<file path="src/rtl/pattern_sweep_capture.sv">
// Exhaustive input sweep engine: drives every IN_W-bit pattern in ascending order,
// samples the response after SETTLE cycles and streams (stim, resp) records. Optional MISR: SWEEP_MISR_EN.
module pattern_sweep_capture #(
  parameter int               IN_W   = 1,
  parameter int               OUT_W  = 1,
  parameter int               SETTLE = 1,
  parameter int               SIG_W  = 16,
  parameter logic [SIG_W-1:0] POLY   = 'h1021
) (
  input  logic             CK,
  input  logic             reset,
  input  logic             start,
  input  logic             abort,
  output logic [IN_W-1:0]  stim,
  input  logic [OUT_W-1:0] resp,
  output logic             rec_valid,
  input  logic             rec_ready,
  output logic [IN_W-1:0]  rec_stim,
  output logic [OUT_W-1:0] rec_resp,
  output logic             busy,
  output logic             done,
  output logic [IN_W:0]    pat_count
`ifdef SWEEP_MISR_EN
  ,
  output logic [SIG_W-1:0] signature
`endif
);

  localparam int CW = (SETTLE > 1) ? $clog2(SETTLE) : 1;
  localparam logic [CW-1:0] CNT_LOAD = CW'(SETTLE - 1);

  typedef enum logic [1:0] {S_IDLE, S_APPLY, S_EMIT, S_DONE} state_t;

  state_t           r_state;
  logic [CW-1:0]    r_cnt;
  logic [IN_W-1:0]  r_stim;
  logic [IN_W-1:0]  r_rec_stim;
  logic [OUT_W-1:0] r_rec_resp;
  logic             r_rec_valid;
  logic             r_done;
  logic [IN_W:0]    r_pat_count;
`ifdef SWEEP_MISR_EN
  logic [SIG_W-1:0] r_sig;
`endif

  always_ff @(posedge CK) begin
    if (reset) begin
      r_state     <= S_IDLE;
      r_cnt       <= '0;
      r_stim      <= '0;
      r_rec_stim  <= '0;
      r_rec_resp  <= '0;
      r_rec_valid <= 1'b0;
      r_done      <= 1'b0;
      r_pat_count <= '0;
`ifdef SWEEP_MISR_EN
      r_sig       <= '0;
`endif
    end else begin
      r_done <= 1'b0;
      case (r_state)
        S_IDLE: begin
          r_stim <= '0;
          // abort wins over a simultaneous start
          if (start && !abort) begin
            r_state     <= S_APPLY;
            r_cnt       <= CNT_LOAD;
            r_pat_count <= '0;
`ifdef SWEEP_MISR_EN
            r_sig       <= '0;
`endif
          end
        end
        S_APPLY: begin
          if (abort) begin
            r_state     <= S_IDLE;
            r_stim      <= '0;
            r_rec_valid <= 1'b0;
          end else if (r_cnt != '0) begin
            r_cnt <= r_cnt - CW'(1);
          end else begin
            r_rec_stim  <= r_stim;
            r_rec_resp  <= resp;
            r_rec_valid <= 1'b1;
            r_state     <= S_EMIT;
          end
        end
        S_EMIT: begin
          // abort drops the pending record without counting it
          if (abort) begin
            r_state     <= S_IDLE;
            r_stim      <= '0;
            r_rec_valid <= 1'b0;
          end else if (rec_ready) begin
            r_rec_valid <= 1'b0;
            r_pat_count <= r_pat_count + (IN_W+1)'(1);
`ifdef SWEEP_MISR_EN
            r_sig <= (r_sig << 1) ^ (r_sig[SIG_W-1] ? POLY : '0) ^ SIG_W'(r_rec_resp);
`endif
            if (&r_stim) begin
              r_state <= S_DONE;
              r_done  <= 1'b1;
            end else begin
              r_stim  <= r_stim + IN_W'(1);
              r_cnt   <= CNT_LOAD;
              r_state <= S_APPLY;
            end
          end
        end
        S_DONE: begin
          r_state <= S_IDLE;
          r_stim  <= '0;
        end
        default: r_state <= S_IDLE;
      endcase
    end
  end

  assign stim      = r_stim;
  assign rec_valid = r_rec_valid;
  assign rec_stim  = r_rec_stim;
  assign rec_resp  = r_rec_resp;
  assign busy      = (r_state != S_IDLE);
  assign done      = r_done;
  assign pat_count = r_pat_count;
`ifdef SWEEP_MISR_EN
  assign signature = r_sig;
`endif

endmodule

</file>
<file path="config.mk">
export PLATFORM = sky130hd
export DESIGN_NAME = pattern_sweep_capture
export DESIGN_NICKNAME = d
export VERILOG_FILES = /design/src/rtl/pattern_sweep_capture.sv
export SDC_FILE = /design/constraint.sdc
export NUM_CORES = 1
export LEC_CHECK = 0
export CAP_MARGIN = 40
export CORE_AREA = 5 5 42 44
export CTS_BUF_LIST = sky130_fd_sc_hd__clkbuf_8
export CTS_CLUSTER_DIAMETER = 100
export CTS_CLUSTER_SIZE = 20
export DETAILED_ROUTE_END_ITERATION = 7
export DIE_AREA = 0 0 47 49
export REMOVE_ABC_BUFFERS = 1
export SYNTH_ARGS = -nofsm -noshare
export SYNTH_HDL_FRONTEND = slang
export SYNTH_SLANG_ARGS = --single-unit
</file>
<file path="constraint.sdc">
create_clock -name CK -period 3.6 [get_ports CK]
set_clock_uncertainty 0.15 [all_clocks]
set_input_delay 0.72 -clock CK [delete_from_list [all_inputs] [get_ports CK]]
set_output_delay 0.72 -clock CK [all_outputs]
set_load 0.005 [all_outputs]
</file>
==> results of run 1 <==
## cell usage after synthesis
cell	number	area share (%)
sky130_fd_sc_hd__a211o_1	1	2.0
sky130_fd_sc_hd__nor2_1	4	3.5
sky130_fd_sc_hd__nor3_1	3	3.5
sky130_fd_sc_hd__nand2_1	2	1.7
sky130_fd_sc_hd__nand3b_1	1	1.7
sky130_fd_sc_hd__buf_2	2	2.3
sky130_fd_sc_hd__a21oi_1	3	3.5
sky130_fd_sc_hd__dfxtp_1	9	42
sky130_fd_sc_hd__o21ai_1	1	1.2
sky130_fd_sc_hd__nand4bb_1	1	2.6
sky130_fd_sc_hd__a31oi_1	1	1.5
sky130_fd_sc_hd__nand3_1	1	1.2
sky130_fd_sc_hd__a211oi_1	1	1.7
sky130_fd_sc_hd__or2_2	1	1.5
sky130_fd_sc_hd__or3_1	1	1.5
sky130_fd_sc_hd__o21ai_0	3	3.5
sky130_fd_sc_hd__nor2b_1	3	4.4
sky130_fd_sc_hd__nand2b_1	1	1.5
sky130_fd_sc_hd__buf_6	1	2.6
sky130_fd_sc_hd__buf_1	1	0.87
sky130_fd_sc_hd__or2_4	1	2.0
sky130_fd_sc_hd__o2bb2ai_1	1	2.0
sky130_fd_sc_hd__nor4b_1	1	2.0
sky130_fd_sc_hd__mux2i_1	3	7.0
sky130_fd_sc_hd__nor3b_2	1	2.9
## power groups by stage
stage                     combinational [uW]  clock, uW  sequential [uW]
after global routing                    24.2        124              105
after CTS                               22.1        117              104
after detailed placement                22.0          0              106
after floorplan                         8.64          0              106
final                                   22.0        112              104
after global placement                  21.8          0              106
## per-layer routing
metal / routed length (um) / global-route usage [%] / vias to the layer above
met4: 0 / 1.38 / 0
met5: 0 / 0 / -
met3: 83 / 7.01 / 0
met1: 447 / 12.8 / 174
li1: - / - / 194
met2: 382 / 10.9 / 15
## cells in the final DEF (no fill, tap or decap), drive strengths merged
cell and instances:
dfxtp 9, clkbuf 3, nand3 1, clkdlybuf4s50 13, o21ai 4, nand2b 1, nor4b 1, a21oi 3
a211o 1, o2bb2ai 1, nor3 3, nand4bb 1, or3 1, nor3b 1, nor2b 3, nand2 2
nor2 4, or2 2, a31oi 1, a211oi 1, mux2i 3, inv 1, nand3b 1
## state kept, by name, summed over array words and instances, names as in the netlist
register   cells
done           1
pat_count      2
r_state        2
rec_resp       1
rec_stim       1
rec_valid      1
stim           1
## cell families after synthesis
| group | after synthesis |
|---|---|
| AOI/OAI and AO/OA | 11 |
| muxes | 3 |
| and+or+nand+nor | 21 |
| buffers and inverters | 4 |
| DFF | 9 |
## metrics by stage
step | instances | hold slack, ns
after detailed placement | 73 | 0.321
final | 77 | 0.321
after global placement | 73 | 0.311
after CTS | 77 | 0.328
after floorplan | 44 | 0.305
after global routing | 77 | 0.357
## area by class of cell
class                   instances  area share, %
multi-input cells              35           37.5
flip-flops and latches          9           30.0
repair buffers                 13           21.7
clock buffers                   3           6.87
well taps                      16           3.33
clock inverters                 1          0.625
## critical path: cells and delay by family (launching register included)
family,cells,cell delay [ns]
flip-flops,1,0.51
buffers and inverters,1,0.48
AND/OR/NAND/NOR,1,0.17
## worst min path at each step
stage / to / slack (ns) / cells past startpoint
2_1_floorplan: rec_valid / 0.30 / 2
5_1_grt: rec_valid / 0.36 / 2
3_5_place_dp: rec_valid / 0.32 / 2
4_1_cts: rec_valid / 0.33 / 2
3_3_place_gp: rec_valid / 0.31 / 2
6_report: rec_valid / 0.32 / 2
==> results.tsv, run 1 <==
metric	value	unit
netlist_area	430	um^2
num-fill-cells	154	
final.period_utilization	62.7	%
numPortBuffers	13	
area_growth_synth_to_finish	39.5	%
status	complete, no violations	
placeable_area	1400	um^2
die-area	2300	um^2
max_slew_margin	77.0	%
power.share.clock	46.9	%
clock_latency	0.23	ns
reg2reg_setup_slack	2.18	ns
initial_util	30.7	%
io_pins	14	
h-tree-depth	1	
maximum_fanout_count_along_the_critical_path	10	
cts.path.max_buffers	2	
p_int	189	uW
num-nets-final	68	
synth_fa_ha_area_share	0	%
worst_slack	1.34	ns
grt_pass1_wl	1480	um
synth_top_family_by_area	simple AND/OR/NAND/NOR gates	
syn-mean-instance-area	8.97	um^2
tritoncts	yes	
slew_violations	0	
cts-buffers-inserted	3	
sequentialPowerShare	43.8	%
die_w	47	um
cp.arrival	1.39	ns
total_power_per_unit_cell_area	397	nW/um^2
remaining_drc_errors	0	
wl_per_cell	11.9	um
rsz0062_at_grt	false	
synth_cell_type_count	25	
clockRootBuffer	sky130_fd_sc_hd__clkbuf_8	
critPathMaxStageDelay	0.51	ns
sw_frac_of_total	20.7	%
route.vias.total	383	
first_iter_violations	8	
min-delay-path-class	register to register	
critical_path.cell_chain	or2_2 > clkdlybuf4s50_1	
largest_net_degree_at_the_start_of_global_routing	11	
stdcell_area	601	um^2
min_from	rec_valid	
design_power_total	238	uW
route.final.wire_length	913	um
gp_congestion	0.776	
power.ir.vdd_worst	0.318	mV
ys_warns	0	
cp-end-kind	primary output	
timing.final.hold_violations	0	
startpoint	r_state[1]	
synth_compound_gate_area_share	15.4	%
post_synthesis_simple_gate_area_fraction	29.9	%
utilization	42.9	%
dpl_worst_slack	1.27	ns
worst-slew-pin-transition	0.344	ns
cts_hold_repair.buffers	0	
final.min_clock_period	2.26	ns
comb_power_share	9.2	%
timing.critical_path.to	busy	
post_dp_cell_area	556	um^2
cts.repair.resized	0	
multiInputGateArea	225	um^2
cap_violations	0	
slowest_stage	sky130_fd_sc_hd__dfxtp_1	
firstDrtPassIters	4	
postRouteAntennaNets	0	
global_route_total_usage_across_every_layer	9.03	%
rr_endpoint	pat_count[1]	
vias_in_the_first_global_route	330	
placementRows	14	
static_power_due_to_leakage	0.000203	uW
post_cts_buffers	0	
synth_xor_xnor_area_share	0	%
synth-seq-cells	9	
post_route_cells_drive_above_1_share	9.84	%
power.switching	49.2	uW
rr_startpoint	r_state[0]	
setup.worst_path.start_class	register	
height_of_the_die	49	um
clock_sink_count	9	
antennaDiodeCount	0	
setup_viol_count_final	0	
criticalPathCategory	register to primary output	
max_freq	443	MHz
post_synthesis_cells	48	
yosys-mux-area-fraction	6.98	%
r2r_cells	3	
required	2.73	ns
viasPerCell	4.97	
grt_antenna_before_repair	0	
gr-total-overflow	0	
clk_pin_slew	0.04	ns
synth-seq-area-share	41.9	%
register_area	180	um^2
timing.setup.tns	0	ns
No activity file was read; power rests on OpenSTA's default activity.
==> inputs of run 2 (changes only) <==
==> constraint.sdc (replaced) <==
create_clock -name CK -period 1.8 [get_ports CK]
set_clock_uncertainty 0.15 [all_clocks]
set_input_delay 0.36 -clock CK [delete_from_list [all_inputs] [get_ports CK]]
set_output_delay 0.36 -clock CK [all_outputs]
set_load 0.005 [all_outputs]
==> results.tsv, run 2 (same netlist as run 1, synthesis figures left out) <==
metric	value	unit
timing.critical_path.max_delay_family	buffers and inverters	
setup.worst_path.start_class	register	
die-area	2300	um^2
clockRootBuffer	sky130_fd_sc_hd__clkbuf_8	
viasPerCell	4.78	
numPortBuffers	13	
worst-slew-pin-transition	0.336	ns
wl_met1	484	um
firstDrtPassIters	4	
power.ir.vdd_worst	0.375	mV
vias_in_the_first_global_route	371	
status	complete, no violations	
h-tree-depth	1	
total_power_per_unit_cell_area	756	nW/um^2
num-nets-final	74	
cp.arrival	1.17	ns
cap_violations	0	
grt_pass1_wl	1760	um
placementRows	14	
cts.path.max_buffers	2	
clock_latency	0.23	ns
slowest_stage	sky130_fd_sc_hd__clkdlybuf4s50_1	
initial_util	30.7	%
timing.final.hold_violations	0	
wl_per_cell	12.7	um
route.top_layer_used	met4	
grt_antenna_before_repair	0	
slew_violations	0	
remaining_drc_errors	0	
max_slew_margin	77.6	%
design_power_total	490	uW
post_route_cells_drive_above_1_share	17.9	%
tritoncts	yes	
route.final.wire_length	1050	um
num-fill-cells	146	
layout.cells.most_common	sky130_fd_sc_hd__clkdlybuf4s50_1	
gp_congestion	0.715	
rsz0062_at_grt	false	
cp.buffers_inverters	1	
antennaDiodeCount	0	
criticalPathCategory	register to primary output	
cts_hold_repair.buffers	0	
post_dp_cell_area	601	um^2
clock_sink_count	9	
first_iter_violations	13	
final.period_utilization	93.3	%
final.min_clock_period	1.68	ns
required	1.29	ns
critPathMaxStageDelay	0.54	ns
stdcell_area	648	um^2
route.vias.total	397	
postRouteAntennaNets	0	
die_w	47	um
height_of_the_die	49	um
maximum_fanout_count_along_the_critical_path	6	
dp.final_hpwl	749	um
timing.setup.tns	0	ns
area_growth_synth_to_finish	50.6	%
setup_viol_count_final	0	
cp-end-kind	primary output	
dr_wl_met3	95	um
route.met2.wl	451	um
largest_net_degree_at_the_start_of_global_routing	10	
clk_pin_slew	0.04	ns
layout_common_cells	12 x sky130_fd_sc_hd__clkdlybuf4s50_1, 9 x sky130_fd_sc_hd__dfxtp_1, 6 x sky130_fd_sc_hd__buf_4, 4 x sky130_fd_sc_hd__nor2_1	
placeable_area	1400	um^2
global_route_total_usage_across_every_layer	11.2	%
critical_path.cell_chain	clkdlybuf4s50_1	
io_pins	14	
cts-buffers-inserted	3	
gr-total-overflow	0	
min-delay-path-class	register to register	
static_power_due_to_leakage	0.000249	uW
max_freq	595	MHz
[run 2: worst register-to-register path: stages, from the launching register on]
cell and delay [ns]:
sky130_fd_sc_hd__dfxtp_1 0.30, sky130_fd_sc_hd__buf_4 0.16, sky130_fd_sc_hd__or2_4 0.25, sky130_fd_sc_hd__or3_1 0.36, sky130_fd_sc_hd__a31oi_1 0.15
[run 2: timing repair]
| action | in CTS | in global routing |
|---|---|---|
| hold endpoints to repair | 0 | 0 |
| gates resized for setup | 0 | 1 |
| setup endpoints to repair | 0 | 1 |
| setup buffers | 0 | 0 |
[run 2: routing by layer]
metal	vias up	track usage (%)
met5	-	0
met4	0	6.91
met3	2	6.27
met2	17	14.3
met1	170	13.9
li1	208	-
[run 2: worst paths after layout]
| path | from | end | slack [ns] | cells after the start |
|---|---|---|---|---|
| worst min register to register | rec_valid | rec_valid | 0.32 | 2 |
| worst min-delay path | rec_valid | rec_valid | 0.32 | 2 |
| worst max register to register | r_state[0] | pat_count[1] | 0.36 | 4 |
| worst max-delay path | pat_count[0] | pat_count[0] | 0.12 | 1 |
[run 2: area by class of cell]
| class | count | area (um^2) | area share, % |
|---|---|---|---|
| multi-input cells | 35 | 225 | 34.7 |
| flip-flops and latches | 9 | 180 | 27.8 |
| repair buffers | 19 | 178 | 27.4 |
| clock buffers | 3 | 41.3 | 6.37 |
| well taps | 16 | 20.0 | 3.09 |
| clock inverters | 1 | 3.75 | 0.579 |
[run 2: report_power, final]
group | internal (uW) | switching [uW] | total [uW]
logic | 33.6 | 23.1 | 56.7
registers | 204 | 2.21 | 206
clock network | 148 | 78.7 | 227
[run 2: per-stage QoR]
stage | hold WS (ns) | cells | utilization [%] | setup WS (ns)
3_5_place_dp | 0.317 | 79 | 42.9 | 0.0205
4_1_cts | 0.323 | 83 | 46.1 | 0.0216
5_1_grt | 0.344 | 83 | 46.3 | 0.0483
6_report | 0.321 | 83 | 46.3 | 0.121
3_3_place_gp | 0.301 | 79 | 42.9 | 0.0465
2_1_floorplan | 0.279 | 44 | - | 0.466
